===== config.mk =====
export PLATFORM = sky130hd
export DESIGN_NAME = program_counter
export DESIGN_NICKNAME = d
export VERILOG_FILES = /design/src/rtl/cpu_pkg.sv /design/src/rtl/adder64_bit.sv /design/src/rtl/adder_4_pc.sv /design/src/rtl/mux64x2_1.sv /design/src/rtl/program_counter.sv
export SDC_FILE = /design/constraint.sdc
export NUM_CORES = 1
export LEC_CHECK = 0
export ABC_AREA = 1
export CORE_UTILIZATION = 30
export CTS_CLUSTER_SIZE = 20
export DETAILED_ROUTE_END_ITERATION = 8
export SLEW_MARGIN = 5
export SYNTH_ARGS = -nofsm -noshare
export SYNTH_HDL_FRONTEND = slang
export SYNTH_HIERARCHICAL = 1
export SYNTH_SLANG_ARGS = --single-unit

===== constraint.sdc =====
create_clock -name clk -period 108.6 [get_ports clk]
set_input_delay 21.72 -clock clk [delete_from_list [all_inputs] [get_ports clk]]
set_output_delay 21.72 -clock clk [all_outputs]
set_load 0.02 [all_outputs]

===== src/rtl/cpu_pkg.sv =====
// Shared CPU constants: datapath widths for the fetch stage and the
// sequential PC increment (one 32-bit instruction = 4 bytes).
package cpu_pkg;

  localparam int PC_W    = 64;
  localparam int COND_W  = 19;
  localparam int BR_W    = 26;
  localparam int PC_INCR = 4;

endpackage : cpu_pkg


===== src/rtl/adder64_bit.sv =====
// Ripple-carry adder/subtractor built from a chain of full adders.
// sub=1 computes a - b by inverting b and injecting a carry-in of 1.
module adder64_bit import cpu_pkg::*; #(
  parameter int W = PC_W
) (
  input  logic [W-1:0] a,
  input  logic [W-1:0] b,
  input  logic         sub,
  output logic [W-1:0] sum,
  output logic         overflow,
  output logic         carry
);

  logic [W:0]   c;
  logic [W-1:0] b_eff;

  assign b_eff = b ^ {W{sub}};
  assign c[0]  = sub;

  // One full adder per bit position, carry rippling upward.
  generate
    for (genvar gi = 0; gi < W; gi++) begin : g_fa
      assign sum[gi]   = a[gi] ^ b_eff[gi] ^ c[gi];
      assign c[gi + 1] = (a[gi] & b_eff[gi]) | (c[gi] & (a[gi] ^ b_eff[gi]));
    end
  endgenerate

  // Signed overflow: carry into the sign bit differs from carry out of it.
  assign carry    = c[W];
  assign overflow = c[W] ^ c[W-1];

endmodule : adder64_bit


===== src/rtl/adder_4_pc.sv =====
// Sequential-address incrementer: pc + 4, wrapping modulo 2^W.
module adder_4_pc import cpu_pkg::*; #(
  parameter int W = PC_W
) (
  input  logic [W-1:0] pc,
  output logic [W-1:0] sum
);

  // Carry out of the top bit is discarded, so the top word wraps to 0.
  always_comb begin
    sum = pc + W'(PC_INCR);
  end

endmodule : adder_4_pc


===== src/rtl/mux64x2_1.sv =====
// Generic 2:1 multiplexer: sel=0 passes in0, sel=1 passes in1.
module mux64x2_1 import cpu_pkg::*; #(
  parameter int W = PC_W
) (
  input  logic         sel,
  input  logic [W-1:0] in0,
  input  logic [W-1:0] in1,
  output logic [W-1:0] out
);

  // Pure selection, no storage.
  always_comb begin
    out = in0;
    if (sel) begin
      out = in1;
    end
  end

endmodule : mux64x2_1


===== src/rtl/program_counter.sv =====
// Fetch-stage program counter. Holds the PC and selects the next PC from
// PC+4, a PC-relative branch target, or a register target (BR).
// Priority: branch_reg > br_taken > sequential.
module program_counter #(
  parameter int COND_W = cpu_pkg::COND_W,
  parameter int BR_W   = cpu_pkg::BR_W,
  parameter int PC_W   = cpu_pkg::PC_W
) (
  input  logic              clk,
  input  logic              reset,
  input  logic              pc_write,
  input  logic [COND_W-1:0] cond_addr19,
  input  logic [BR_W-1:0]   br_addr26,
  input  logic              uncond_br,
  input  logic              br_taken,
  input  logic              branch_reg,
  input  logic [PC_W-1:0]   rd,
  output logic [PC_W-1:0]   curr_pc,
  output logic [PC_W-1:0]   next_pc,
  output logic [PC_W-1:0]   pc_plus4
);

  logic [PC_W-1:0] pc_reg;
  logic [PC_W-1:0] cond_sext;
  logic [PC_W-1:0] br_sext;
  logic [PC_W-1:0] cond_byte_off;
  logic [PC_W-1:0] br_byte_off;
  logic [PC_W-1:0] byte_off;
  logic [PC_W-1:0] branch_target;
  logic [PC_W-1:0] rel_or_seq;
  logic [1:0]      unused_add_flags;

  // Word offsets become signed byte offsets: sign-extend, then shift by 2.
  // The two bits shifted off the top are simply dropped.
  assign cond_sext     = {{(PC_W-COND_W){cond_addr19[COND_W-1]}}, cond_addr19};
  assign br_sext       = {{(PC_W-BR_W){br_addr26[BR_W-1]}}, br_addr26};
  assign cond_byte_off = {cond_sext[PC_W-3:0], 2'b00};
  assign br_byte_off   = {br_sext[PC_W-3:0], 2'b00};

  // CB-format vs. B-format offset.
  mux64x2_1 #(.W(PC_W)) u_off_mux (
    .sel (uncond_br),
    .in0 (cond_byte_off),
    .in1 (br_byte_off),
    .out (byte_off)
  );

  // Two's-complement add handles backward branches; flags are irrelevant.
  adder64_bit #(.W(PC_W)) u_branch_add (
    .a        (pc_reg),
    .b        (byte_off),
    .sub      (1'b0),
    .sum      (branch_target),
    .overflow (unused_add_flags[0]),
    .carry    (unused_add_flags[1])
  );

  adder_4_pc #(.W(PC_W)) u_plus4 (
    .pc  (pc_reg),
    .sum (pc_plus4)
  );

  // Taken PC-relative branch vs. fall-through.
  mux64x2_1 #(.W(PC_W)) u_taken_mux (
    .sel (br_taken),
    .in0 (pc_plus4),
    .in1 (branch_target),
    .out (rel_or_seq)
  );

  // BR overrides everything; rd passes through with no alignment fixup.
  mux64x2_1 #(.W(PC_W)) u_reg_mux (
    .sel (branch_reg),
    .in0 (rel_or_seq),
    .in1 (rd),
    .out (next_pc)
  );

  // PC register: async clear, load on pc_write, otherwise hold (stall).
  always_ff @(posedge clk or negedge reset) begin
    if (!reset) begin
      pc_reg <= '0;
    end else if (pc_write) begin
      pc_reg <= next_pc;
    end
  end

  assign curr_pc = pc_reg;

endmodule : program_counter


### After elaboration in Yosys (flattened, before gate mapping)

Index checks and enable logic that the tools add are counted.

* $add $sub $neg: 1
* $mul: 0
* divide/modulo/power cells: 0
* magnitude comparators: 0
* equal/unequal tests: 0
* shifts and indexed selects: 0
* muxes and demuxes: 3
* bitwise operators: 314
* reduce and logical (&&, ||, !) cells: 0

Operators with widths (number)
* $mux 64: 3
* $xor 1x1->1: 127
* $and 1x1->1: 125
* $add 64x3->64 const B: 1
* $or 1x1->1: 62

* register bits after elaboration: 64
* latch bits: 0
* memory bits (writable): 0
* memory bits (read-only): 0
* output and inout bits: 192
* memories: 0

### Logic depth before layout (Yosys ltp)

Gate-level depths: netlist (run 1).

* depth in word-level cells: 129
* mapped depth: 78
* gate-level depth less buffers: 78

### By module

The synthesis (run 1) kept the hierarchy.

By module, submodules not included
* mux64x2_1: instances 3, cells an instance 206, area each 844.6 um^2
* adder64_bit: instances 1, cells an instance 280, area each 2499.9 um^2
* program_counter: instances 1, cells an instance 271, area each 2449.8 um^2
* adder_4_pc: instances 1, cells an instance 438, area each 2038.2 um^2

### Worst setup path before layout (run 1)

OpenSTA, ideal clock, no wires.

* kind: input-to-output
* from: input uncond_br
* to: output next_pc[63]
* arrival time: 46.070 ns
* required time: 86.880 ns
* setup slack: 40.810 ns
* stages on the path: 74
* cells stage by stage: buf_4 -> clkbuf_8 -> nand2_1 -> nand2_1 -> xnor2_1 -> fa_1 -> fa_1 -> fa_1 -> fa_1 -> fa_1 -> fa_1 -> fa_1 -> fa_1 -> fa_1 -> fa_1 -> fa_1 -> fa_1 -> fa_1 -> (+38 left out) -> fa_1 -> fa_1 -> fa_1 -> fa_1 -> fa_1 -> fa_1 -> fa_1 -> fa_1 -> fa_1 -> fa_1 -> fa_1 -> fa_1 -> inv_1 -> fa_1 -> nand2_1 -> nand2_1 -> nand2_1 -> nand2_1

* cells in the longest elaborated chain, start to end: 127
* elaborated cells on any way between the ends: 249
* classes of those cells: mux: 3; bitwise: 246

RTL lines
* start: declaration: RTL line program_counter.sv:14 `input logic uncond_br,`
* $mux 64 (*): RTL line mux64x2_1.sv:14 `if (sel) begin`
* via byte_off[2]: RTL line program_counter.sv:28 `logic [PC_W-1:0] byte_off;`
* $xor 1x1->1: RTL line adder64_bit.sv:24 `assign c[gi + 1] = (a[gi] & b_eff[gi]) | (c[gi] & (a[gi] ^ b_eff[gi]));`
* $and 1x1->1: RTL line adder64_bit.sv:24
* $or 1x1->1 (*): RTL line adder64_bit.sv:24
* $and 1x1->1 (*): RTL line adder64_bit.sv:24
* $or 1x1->1 (*): RTL line adder64_bit.sv:24
* $and 1x1->1 (*): RTL line adder64_bit.sv:24
* (+114 left out)
* $or 1x1->1 (*): RTL line adder64_bit.sv:24
* $and 1x1->1 (*): RTL line adder64_bit.sv:24
* $or 1x1->1 (*): RTL line adder64_bit.sv:24
* $xor 1x1->1 (*): RTL line adder64_bit.sv:23 `assign sum[gi] = a[gi] ^ b_eff[gi] ^ c[gi];`
* via branch_target[63]: RTL line program_counter.sv:29 `logic [PC_W-1:0] branch_target;`
* $mux 64 (*): RTL line mux64x2_1.sv:14
* via rel_or_seq[63]: RTL line program_counter.sv:30 `logic [PC_W-1:0] rel_or_seq;`
* $mux 64 (*): RTL line mux64x2_1.sv:14
* end: declaration: RTL line program_counter.sv:19 `output logic [PC_W-1:0] next_pc,`

Mark *: on every way through the listed nets, which the timed path passes. The rest lies on a longest branch.

### Final worst setup path (run 1)

* from: input br_addr26[0]
* to: output next_pc[63]

* cells in the longest elaborated chain, start to end: 127
* elaborated cells on any way between the ends: 128
* classes of those cells: mux: 3; bitwise: 125

RTL lines
* start: declaration: RTL line program_counter.sv:13 `input logic [BR_W-1:0] br_addr26,`
* $mux 64 (*): RTL line mux64x2_1.sv:14
* via byte_off[2]: RTL line program_counter.sv:28
* $xor 1x1->1: RTL line adder64_bit.sv:24
* $and 1x1->1: RTL line adder64_bit.sv:24
* $or 1x1->1 (*): RTL line adder64_bit.sv:24
* $and 1x1->1 (*): RTL line adder64_bit.sv:24
* $or 1x1->1 (*): RTL line adder64_bit.sv:24
* $and 1x1->1 (*): RTL line adder64_bit.sv:24
* (+114 left out)
* $or 1x1->1 (*): RTL line adder64_bit.sv:24
* $and 1x1->1 (*): RTL line adder64_bit.sv:24
* $or 1x1->1 (*): RTL line adder64_bit.sv:24
* $xor 1x1->1 (*): RTL line adder64_bit.sv:23
* via branch_target[63]: RTL line program_counter.sv:29
* $mux 64 (*): RTL line mux64x2_1.sv:14
* via rel_or_seq[63]: RTL line program_counter.sv:30
* $mux 64 (*): RTL line mux64x2_1.sv:14

Marked as above.

==> results.rst, run 1 <==
.. list-table::
   :header-rows: 1

   * - Metric
     - Value
   * - Number of cells on the worst hold path
     - 2
   * - Hold Startpoint
     - curr_pc[1]
   * - Slew HR
     - 0.180
   * - Average wire per standard cell
     - 16.0 um
   * - Starting utilization of the core area
     - 0.308
   * - Number of cells on the worst reg-to-reg path
     - 72
   * - Post-Route WL
     - 36.3 mm
   * - Vias after detailed routing
     - 10300
   * - Endpoint of the worst setup timing path
     - next_pc[63]
   * - Cell count after synthesis
     - 1606
   * - Fraction of the cycle the final worst path needs
     - 0.643
   * - Detailed Route Iter0 Violations
     - 579
   * - Cells resized by post-CTS repair
     - 0
   * - Maximum level of the CTS H-tree
     - 3
   * - Drt via density
     - 4.53
   * - Max-slew violation count
     - 0
   * - Global-route wire length before repair
     - 56.6 mm
   * - Clock insertion delay at the later pin of the skew report
     - 0.35 ns
   * - Total of hold buffers inserted after clock tree synthesis
     - 0
   * - Final number of hold-violating endpoints
     - 0
   * - Postcts setup bufs
     - 0
   * - Reg-to-Reg End
     - curr_pc[63]
   * - Type of the tightest min-delay check
     - reg -> reg
   * - Initial DRT Pass Iterations
     - 5
   * - Synth warn
     - 6
   * - Total track usage
     - 0.224
   * - Critical path required time
     - 86.88 ns
   * - Slew at the pin with the worst max-slew slack
     - 1.23 ns
   * - P&R area growth vs syn
     - 35.1%
   * - Worst setup startpoint
     - br_addr26[0]
   * - Worst EP arrival
     - 48.06 ns
   * - Sinks on the clock net
     - 64
   * - Clock tree root buffer cell
     - sky130_fd_sc_hd__clkbuf_16
   * - Half-perimeter wire length after placement
     - 27.6 mm
   * - Remaining antenna violation count after routing
     - 0
   * - Placed cell area
     - 12500 um2
   * - Layout cell share with drive strength beyond 1
     - 0.0346
   * - Layout Cell Area excl Fill
     - 12900 um2
   * - RSZ-0062 raised after global routing
     - false
   * - Total core area
     - 30900 um2
   * - Ports
     - 307
   * - Achievable clock frequency
     - 14.3 MHz
   * - Clock slew at reported path FFs
     - 0.06 ns
   * - Last weighted congestion value of the routability-driven placer
     - 0.879
   * - Crit Path Category
     - in -> out
   * - Vias in the first global route
     - 9748
   * - Max cap viols
     - 0
   * - Power Density
     - 14.0 nW/um2
   * - Most frequent standard cell in the layout excluding fill and tap cells
     - sky130_fd_sc_hd__nand2_1
   * - Leakage power summed over all cells
     - 0.00640 uW
   * - IO buf count
     - 306
   * - Fillers
     - 3388
   * - Die X-Extent
     - 180 um
   * - Largest net degree at the start of global routing
     - 69
   * - Post-layout net count
     - 2054
   * - Count of final setup violators
     - 0
   * - Top library cells by usage in the layout, fill and taps aside
     - sky130_fd_sc_hd__nand2_1 (968), sky130_fd_sc_hd__clkdlybuf4s50_1 (301), sky130_fd_sc_hd__inv_1 (170)
   * - Overall die height
     - 180 um
   * - Number of design rule violations left after detail routing
     - 0
   * - Worst-path fanout max
     - 2
   * - Most prevalent standard cell on the critical path
     - sky130_fd_sc_hd__fa_1
   * - Mapped Area
     - 9510 um2
   * - CTS tree
     - yes
   * - Post-route clock skew
     - 0.0132 ns
   * - Worst-path cell with the longest stage delay
     - sky130_fd_sc_hd__clkdlybuf4s50_1
   * - Syn_area_per_cell
     - 5.92 um2
   * - Critical path endpoint category
     - output pin
   * - Total clock buffers created by CTS
     - 9
   * - Flip-flop count of the largest register, all copies and words added
     - 64
   * - Total gr overflow
     - 0
   * - Slowest Stage Delay on Critical Path
     - 0.60 ns
   * - Result of the run
     - finished, final reports clean
   * - # rows
     - 64
   * - Clock tree buffer depth
     - 2
   * - Antenna violations before repair
     - 2
   * - Beginning of the worst register-to-register path
     - curr_pc[2]
   * - Worst setup slack for register-to-register paths
     - 82.74 ns
   * - Area enclosed by the die boundary
     - 32400 um2
   * - Worst setup SP type
     - input pin
   * - Worst vdd ir
     - 0.00678 mV
   * - Setup TNS
     - 0 ns
   * - Final period demand of the worst path
     - 69.78 ns
-- through the flow --
step,util,power [uW],cells,hold WS [ns],setup WS (ns)
2_1_floorplan,-,103,1610,0.615,40.86
3_3_place_gp,0.406,148,2260,0.543,39.30
5_1_grt,0.416,196,2277,0.629,38.00
4_1_cts,0.416,182,2275,0.568,38.90
3_5_place_dp,0.406,149,2260,0.549,38.93
6_report,0.416,180,2277,0.564,38.82
-- layer usage --
metal / up-vias / global-route usage / share of wire
met4: 0 / 0.0718 / 0.022
li1: 5216 / - / -
met3: 39 / 0.0267 / 0.052
met5: - / 0 / 0
met1: 4741 / 0.293 / 0.45
met2: 326 / 0.386 / 0.48
-- final cells by class --
type	instances	area, um2	area share
inverter	175	657	0.0511
tap	396	495	0.0386
antenna	2	5.00	0.000389
sequential	64	1600	0.125
clock inverter	3	40.0	0.00312
timing repair buffer	316	3110	0.242
multi-input combinational	1309	6670	0.519
clock buffer	12	267	0.0207
-- worst min path at each step --
stage,to,slack (ns)
after floorplan,curr_pc[1],0.61
after global routing,curr_pc[2],0.63
after global placement,curr_pc[1],0.54
after detailed placement,curr_pc[1],0.55
final,curr_pc[1],0.56
after CTS,curr_pc[1],0.57
-- worst max-delay path: cells and delay by family --
family	cells	cell delay (ns)
adder cells (fa/ha/maj)	62	24.58
buffers and inverters	5	1.27
AND/OR/NAND/NOR	6	0.39
XOR/XNOR	1	0.08
-- report_power, final --
group	switching [uW]	total [uW]	internal [uW]
sequential	9.62	37.6	28.0
clock	12.4	31.8	19.5
combinational	62.3	111	48.6
total	84.2	180	96.1
No activity file was read; power rests on OpenSTA's default activity.
==> run 2: changes to the inputs <==
==> constraint.sdc (replaced) <==
create_clock -name clk -period 62.4 [get_ports clk]
set_input_delay 12.48 -clock clk [delete_from_list [all_inputs] [get_ports clk]]
set_output_delay 12.48 -clock clk [all_outputs]
set_load 0.02 [all_outputs]
==> run 2 against run 1 <==
  * Critical path depth unchanged
  * Clock power grew 74%
  * Cell area is essentially flat
  * Die area stayed put
  * Core utilization about the same
  * Total power up 74%
  * Largest cell class unchanged
==> results.rst, run 2 (synthesis results as in run 1) <==
.. list-table::
   :header-rows: 1

   * - Metric
     - Value
   * - Largest net degree at the start of global routing
     - 69 (unchanged)
   * - Achievable clock frequency
     - 19.5 MHz
   * - Antenna violations before repair
     - 1 (was 2)
   * - Clock tree buffer depth
     - 2 (unchanged)
   * - Worst setup SP type
     - input pin (unchanged)
   * - Starting utilization of the core area
     - 0.308 (unchanged)
   * - Flip-flop count of the largest register, all copies and words added
     - 64 (unchanged)
   * - Critical path required time
     - 49.92 ns (was 86.88 ns)
   * - Beginning of the worst register-to-register path
     - curr_pc[2] (unchanged)
   * - RSZ-0062 raised after global routing
     - false (unchanged)
   * - Postcts setup bufs
     - 0 (unchanged)
   * - Slowest Stage Delay on Critical Path
     - 0.60 ns (about the same)
   * - P&R area growth vs syn
     - 35.1% (about the same)
   * - Clock tree root buffer cell
     - sky130_fd_sc_hd__clkbuf_16 (unchanged)
   * - Count of final setup violators
     - 0 (unchanged)
   * - Total chip power
     - 314 uW (was 180 uW)
   * - IO buf count
     - 306 (unchanged)
   * - Result of the run
     - finished, final reports clean (unchanged)
   * - Max-slew violation count
     - 0 (unchanged)
   * - Fillers
     - 3335 (was 3388)
   * - Total core area
     - 30900 um2 (unchanged)
   * - Final number of hold-violating endpoints
     - 0 (unchanged)
   * - Clock insertion delay at the later pin of the skew report
     - 0.35 ns (about the same)
   * - Top library cells by usage in the layout, fill and taps aside
     - sky130_fd_sc_hd__nand2_1 (968), sky130_fd_sc_hd__clkdlybuf4s50_1 (301), sky130_fd_sc_hd__inv_1 (170) (unchanged)
   * - Remaining antenna violation count after routing
     - 0 (unchanged)
   * - Sinks on the clock net
     - 64 (unchanged)
   * - Fraction of the cycle the final worst path needs
     - 0.823
   * - Hold Startpoint
     - curr_pc[1] (unchanged)
   * - Average wire per standard cell
     - 16.0 um (about the same)
   * - Total gr overflow
     - 0 (unchanged)
   * - Most frequent standard cell in the layout excluding fill and tap cells
     - sky130_fd_sc_hd__nand2_1 (unchanged)
   * - Critical path endpoint category
     - output pin (unchanged)
   * - Last weighted congestion value of the routability-driven placer
     - 0.879 (about the same)
   * - Worst setup startpoint
     - br_addr26[0] (unchanged)
   * - Total clock buffers created by CTS
     - 9 (unchanged)
   * - Type of the tightest min-delay check
     - reg -> reg (unchanged)
   * - CTS tree
     - yes (unchanged)
   * - Slew at the pin with the worst max-slew slack
     - 1.21 ns (was 1.23 ns)
   * - Drt via density
     - 4.51 (was 4.53)
   * - Total track usage
     - 0.224 (about the same)
   * - Initial DRT Pass Iterations
     - 6 (was 5)
   * - # rows
     - 64 (unchanged)
   * - Area enclosed by the die boundary
     - 32400 um2 (unchanged)
   * - Cells resized by post-CTS repair
     - 0 (unchanged)
   * - Worst-path cell with the longest stage delay
     - sky130_fd_sc_hd__clkdlybuf4s50_1 (unchanged)
   * - Final period demand of the worst path
     - 51.35 ns
   * - Crit Path Category
     - in -> out (unchanged)
   * - Bufs and invs on worst path
     - 5 (unchanged)
   * - Leakage power summed over all cells
     - 0.00640 uW (unchanged)
   * - Post-route clock skew
     - 0.0146 ns (was 0.0132 ns)
   * - Post-Route WL
     - 36.3 mm (about the same)
   * - Half-perimeter wire length after placement
     - 27.6 mm (about the same)
   * - Cell family contributing the most delay on the critical path
     - adder cells (unchanged)
   * - Worst EP arrival
     - 38.87 ns (was 48.06 ns)
   * - Overall die height
     - 180 um (unchanged)
   * - Ports
     - 307 (unchanged)
   * - Maximum level of the CTS H-tree
     - 3 (unchanged)
   * - Die X-Extent
     - 180 um (unchanged)
   * - Vias after detailed routing
     - 10300 (about the same)
   * - Max cap viols
     - 0 (unchanged)
   * - Number of design rule violations left after detail routing
     - 0 (unchanged)
   * - Setup TNS
     - 0 ns (unchanged)
   * - Final hold slack
     - 0.568 ns (was 0.564 ns)
   * - Power Density
     - 24.4 nW/um2 (was 14.0 nW/um2)
   * - Post-layout net count
     - 2054 (unchanged)
   * - Layout cell share with drive strength beyond 1
     - 0.0346 (unchanged)
   * - Global-route wire length before repair
     - 56.4 mm (was 56.6 mm)
   * - Clock slew at reported path FFs
     - 0.06 ns (about the same)
   * - Slew HR
     - 0.191 (was 0.180)
   * - Most prevalent standard cell on the critical path
     - sky130_fd_sc_hd__fa_1 (unchanged)
   * - Total of hold buffers inserted after clock tree synthesis
     - 0 (unchanged)
   * - Vias in the first global route
     - 9933 (was 9748)
   * - Worst-path fanout max
     - 2 (unchanged)
   * - Worst vdd ir
     - 0.0123 mV (was 0.00678 mV)
   * - Detailed Route Iter0 Violations
     - 526 (was 579)
-- run 2: cell type report --
type,count,area (um2),share of cell area
Timing Repair Buffer,316,3110,0.242
Clock buffer,12,267,0.0207
Clock inverter,3,40.0,0.00312
Inverter,175,657,0.0511
Tap cell,396,495,0.0386
Sequential cell,64,1600,0.125
Antenna cell,1,2.50,0.000195
Multi-Input combinational cell,1309,6670,0.519
-- run 2: power by group --
part	switching [uW]	total, uW	leakage (uW)	internal [uW]
Clock	21.5	55.4	0.000154	33.9
Sequential	16.8	65.5	0.000802	48.7
Combinational	108	193	0.00544	84.5
-- run 2: worst register-to-register path, delay by kind of cell, from the launching register on --
| family | cells | cell delay [ns] |
|---|---|---|
| fa+ha+maj | 62 | 24.71 |
| flops | 1 | 0.43 |
| simple gates | 6 | 0.38 |
| buf+inv | 4 | 0.32 |
-- run 2: per-layer routing --
| metal | vias up | GRT usage | wire (um) |
|---|---|---|---|
| li1 | 5227 | - | - |
| met1 | 4728 | 0.291 | 16500 |
| met2 | 276 | 0.391 | 17600 |
| met3 | 34 | 0.0253 | 1530 |
| met4 | 0 | 0.0636 | 691 |
| met5 | - | 0 | 0 |
-- run 2: stage by stage --
step / std cells / worst slack (ns) / cell area, um2 / utilization
final: 2276 / 11.05 / 12800 / 0.416
after CTS: 2275 / 11.15 / 12800 / 0.416
after detailed placement: 2260 / 11.18 / 12500 / 0.406
after global placement: 2260 / 11.58 / 12500 / 0.406
after global routing: 2276 / 10.31 / 12800 / 0.416
after floorplan: 1610 / 13.14 / 9530 / -
-- run 2: path summary, 6_finish.rpt --
path	endpoint	slack, ns	depth (start not counted)
setup / recovery	next_pc[63]	11.05	74
setup reg to reg	curr_pc[63]	36.50	72
max in group asynchronous	curr_pc[45]	49.44	2
hold reg to reg	curr_pc[1]	0.57	2
min in group asynchronous	curr_pc[5]	12.35	2
hold / removal	curr_pc[1]	0.57	2
==> run 3: changes to the inputs <==
==> constraint.sdc (replaced) <==
create_clock -name clk -period 49.5 [get_ports clk]
set_input_delay 9.9 -clock clk [delete_from_list [all_inputs] [get_ports clk]]
set_output_delay 9.9 -clock clk [all_outputs]
set_load 0.02 [all_outputs]
==> run 3 against run 2 <==
  * Setup slack lost 7.7 ns
  * Cell count is essentially flat
  * Routed wire length shrank 0.12%
  * Critical path depth is the same
  * Via count grew 0.58%
  * First-iteration DRC count grew 11%
  * Clock skew shrank 0.0014 ns
  * Sequential cell count is the same
  * Sequential power grew 26%
  * Largest power group unchanged
==> results.rst, run 3 (synthesis results as in run 1) <==
.. list-table::
   :header-rows: 1

   * - Metric
     - Value
   * - IO buf count
     - 306 (unchanged)
   * - Total clock buffers created by CTS
     - 9 (unchanged)
   * - Worst EP arrival
     - 36.23 ns (was 38.87 ns)
   * - Total track usage
     - 0.225 (was 0.224)
   * - Initial DRT Pass Iterations
     - 5 (was 6)
   * - Max cap viols
     - 0 (unchanged)
   * - Bufs and invs on worst path
     - 5 (unchanged)
   * - Pre-CTS WS
     - 3.45 ns (was 11.18 ns)
   * - Max-slew violation count
     - 0 (unchanged)
   * - Total gr overflow
     - 0 (unchanged)
   * - Final number of hold-violating endpoints
     - 0 (unchanged)
   * - Final hold slack
     - 0.565 ns (was 0.568 ns)
   * - RSZ-0062 raised after global routing
     - false (unchanged)
   * - Post-Route WL
     - 36.3 mm (about the same)
   * - Cells resized by post-CTS repair
     - 0 (unchanged)
   * - Cell family contributing the most delay on the critical path
     - adder cells (unchanged)
   * - Leakage power summed over all cells
     - 0.00639 uW (was 0.00640 uW)
   * - Half-perimeter wire length after placement
     - 27.7 mm (was 27.6 mm)
   * - Count of final setup violators
     - 0 (unchanged)
   * - Antenna violations before repair
     - 2 (was 1)
   * - Power Density
     - 30.6 nW/um2 (was 24.4 nW/um2)
   * - Worst vdd ir
     - 0.0152 mV (was 0.0123 mV)
   * - Flip-flop count of the largest register, all copies and words added
     - 64 (unchanged)
   * - Top library cells by usage in the layout, fill and taps aside
     - sky130_fd_sc_hd__nand2_1 (968), sky130_fd_sc_hd__clkdlybuf4s50_1 (301), sky130_fd_sc_hd__inv_1 (170) (unchanged)
   * - Largest net degree at the start of global routing
     - 69 (unchanged)
   * - Drt via density
     - 4.53 (was 4.51)
   * - Area enclosed by the die boundary
     - 32400 um2 (unchanged)
   * - Total of hold buffers inserted after clock tree synthesis
     - 0 (unchanged)
   * - Global-route wire length before repair
     - 56.7 mm (was 56.4 mm)
   * - Slowest Stage Delay on Critical Path
     - 0.59 ns (was 0.60 ns)
   * - Average wire per standard cell
     - 15.9 um (was 16.0 um)
   * - Critical path required time
     - 39.60 ns (was 49.92 ns)
   * - Critical path endpoint category
     - output pin (unchanged)
   * - Layout Cell Area excl Fill
     - 12800 um2 (about the same)
   * - Sinks on the clock net
     - 64 (unchanged)
   * - Detailed Route Iter0 Violations
     - 582 (was 526)
   * - Worst setup SP type
     - input pin (unchanged)
   * - Clock slew at reported path FFs
     - 0.06 ns (about the same)
   * - Most prevalent standard cell on the critical path
     - sky130_fd_sc_hd__fa_1 (unchanged)
   * - Post-layout net count
     - 2054 (unchanged)
   * - Post-route clock skew
     - 0.0132 ns (was 0.0146 ns)
   * - Postcts setup bufs
     - 0 (unchanged)
   * - Starting utilization of the core area
     - 0.308 (unchanged)
   * - Crit Path Category
     - in -> out (unchanged)
   * - Type of the tightest min-delay check
     - reg -> reg (unchanged)
   * - Final period demand of the worst path
     - 46.13 ns
   * - Layout cell share with drive strength beyond 1
     - 0.0335 (was 0.0346)
   * - Die X-Extent
     - 180 um (unchanged)
   * - # rows
     - 64 (unchanged)
   * - Placed cell area
     - 12500 um2 (unchanged)
   * - Worst Setup Slack, final
     - 3.37 ns (was 11.05 ns)
   * - Achievable clock frequency
     - 21.7 MHz
   * - Clock insertion delay at the later pin of the skew report
     - 0.35 ns (about the same)
   * - Most frequent standard cell in the layout excluding fill and tap cells
     - sky130_fd_sc_hd__nand2_1 (unchanged)
   * - Clock tree buffer depth
     - 2 (unchanged)
   * - Overall die height
     - 180 um (unchanged)
   * - Number of design rule violations left after detail routing
     - 0 (unchanged)
   * - Remaining antenna violation count after routing
     - 0 (unchanged)
   * - Vias after detailed routing
     - 10300 (about the same)
   * - Clock tree root buffer cell
     - sky130_fd_sc_hd__clkbuf_16 (unchanged)
   * - Worst-path cell with the longest stage delay
     - sky130_fd_sc_hd__clkdlybuf4s50_1 (unchanged)
   * - Vias in the first global route
     - 9823 (was 9933)
   * - Maximum level of the CTS H-tree
     - 3 (unchanged)
   * - Total core area
     - 30900 um2 (unchanged)
   * - Ports
     - 307 (unchanged)
   * - Slew at the pin with the worst max-slew slack
     - 1.21 ns (about the same)
   * - CTS tree
     - yes (unchanged)
   * - Result of the run
     - finished, final reports clean (unchanged)
   * - Last weighted congestion value of the routability-driven placer
     - 0.878 (was 0.879)
   * - P&R area growth vs syn
     - 34.8% (was 35.1%)
   * - Worst-path fanout max
     - 2 (unchanged)
   * - Fraction of the cycle the final worst path needs
     - 0.932
   * - Setup TNS
     - 0 ns (unchanged)
   * - Slew HR
     - 0.195 (was 0.191)
run 3: cell count changes in the layout (fill, tap and decap cells not counted), sizes merged:
| cell | delta |
|---|---|
| diode | +1 |
| clkinv | +1 |
run 3: area by class of cell:
| class | instances | area [um2] |
|---|---|---|
| multi-input cells | 1309 | 6670 |
| inverters | 175 | 657 |
| diodes | 2 | 5.00 |
| fillers | 3389 | 18100 |
| repair buffers | 316 | 3110 |
| clock inverters | 4 | 45.0 |
| well taps | 396 | 495 |
| flip-flops and latches | 64 | 1600 |
| clock buffers | 12 | 236 |
run 3: worst reg2reg max path, delay by kind of cell, from the launching register on:
family / cells / cell delay (ns)
adders and majority gates: 62 / 24.63
DFF: 1 / 0.42
and+or+nand+nor: 6 / 0.39
buffers and inverters: 4 / 0.31
run 3: through the flow:
| stage | cells | power, uW | util |
|---|---|---|---|
| 6_report | 2278 | 392 | 0.415 |
| 3_5_place_dp | 2260 | 327 | 0.406 |
| 5_1_grt | 2278 | 426 | 0.415 |
| 4_1_cts | 2276 | 396 | 0.415 |
| 3_3_place_gp | 2260 | 324 | 0.406 |
| 2_1_floorplan | 1610 | 225 | - |
run 3: report_power, final:
part / leakage, uW / total, uW / internal [uW] / switching, uW
registers: 0.000802 / 82.7 / 61.4 / 21.3
logic: 0.00544 / 243 / 106 / 137
clock network: 0.000140 / 66.0 / 38.9 / 27.1
total: 0.00639 / 392 / 207 / 185
run 3: worst paths after layout:
kind / startpoint / endpoint / slack, ns / cells after the start
setup / recovery: br_addr26[0] / next_pc[63] / 3.37 / 74
hold / removal: curr_pc[1] / curr_pc[1] / 0.57 / 2
setup reg to reg: curr_pc[2] / curr_pc[63] / 23.67 / 72
hold reg to reg: curr_pc[1] / curr_pc[1] / 0.57 / 2
max in group asynchronous: reset / curr_pc[32] / 39.11 / 2
min in group asynchronous: reset / curr_pc[5] / 9.75 / 2
run 3: routing by layer:
metal / vias up / share of wire / track usage
met5: - / 0 / 0
met3: 33 / 0.048 / 0.0283
met1: 4772 / 0.45 / 0.293
met4: 0 / 0.016 / 0.0619
met2: 297 / 0.49 / 0.390
li1: 5223 / - / -
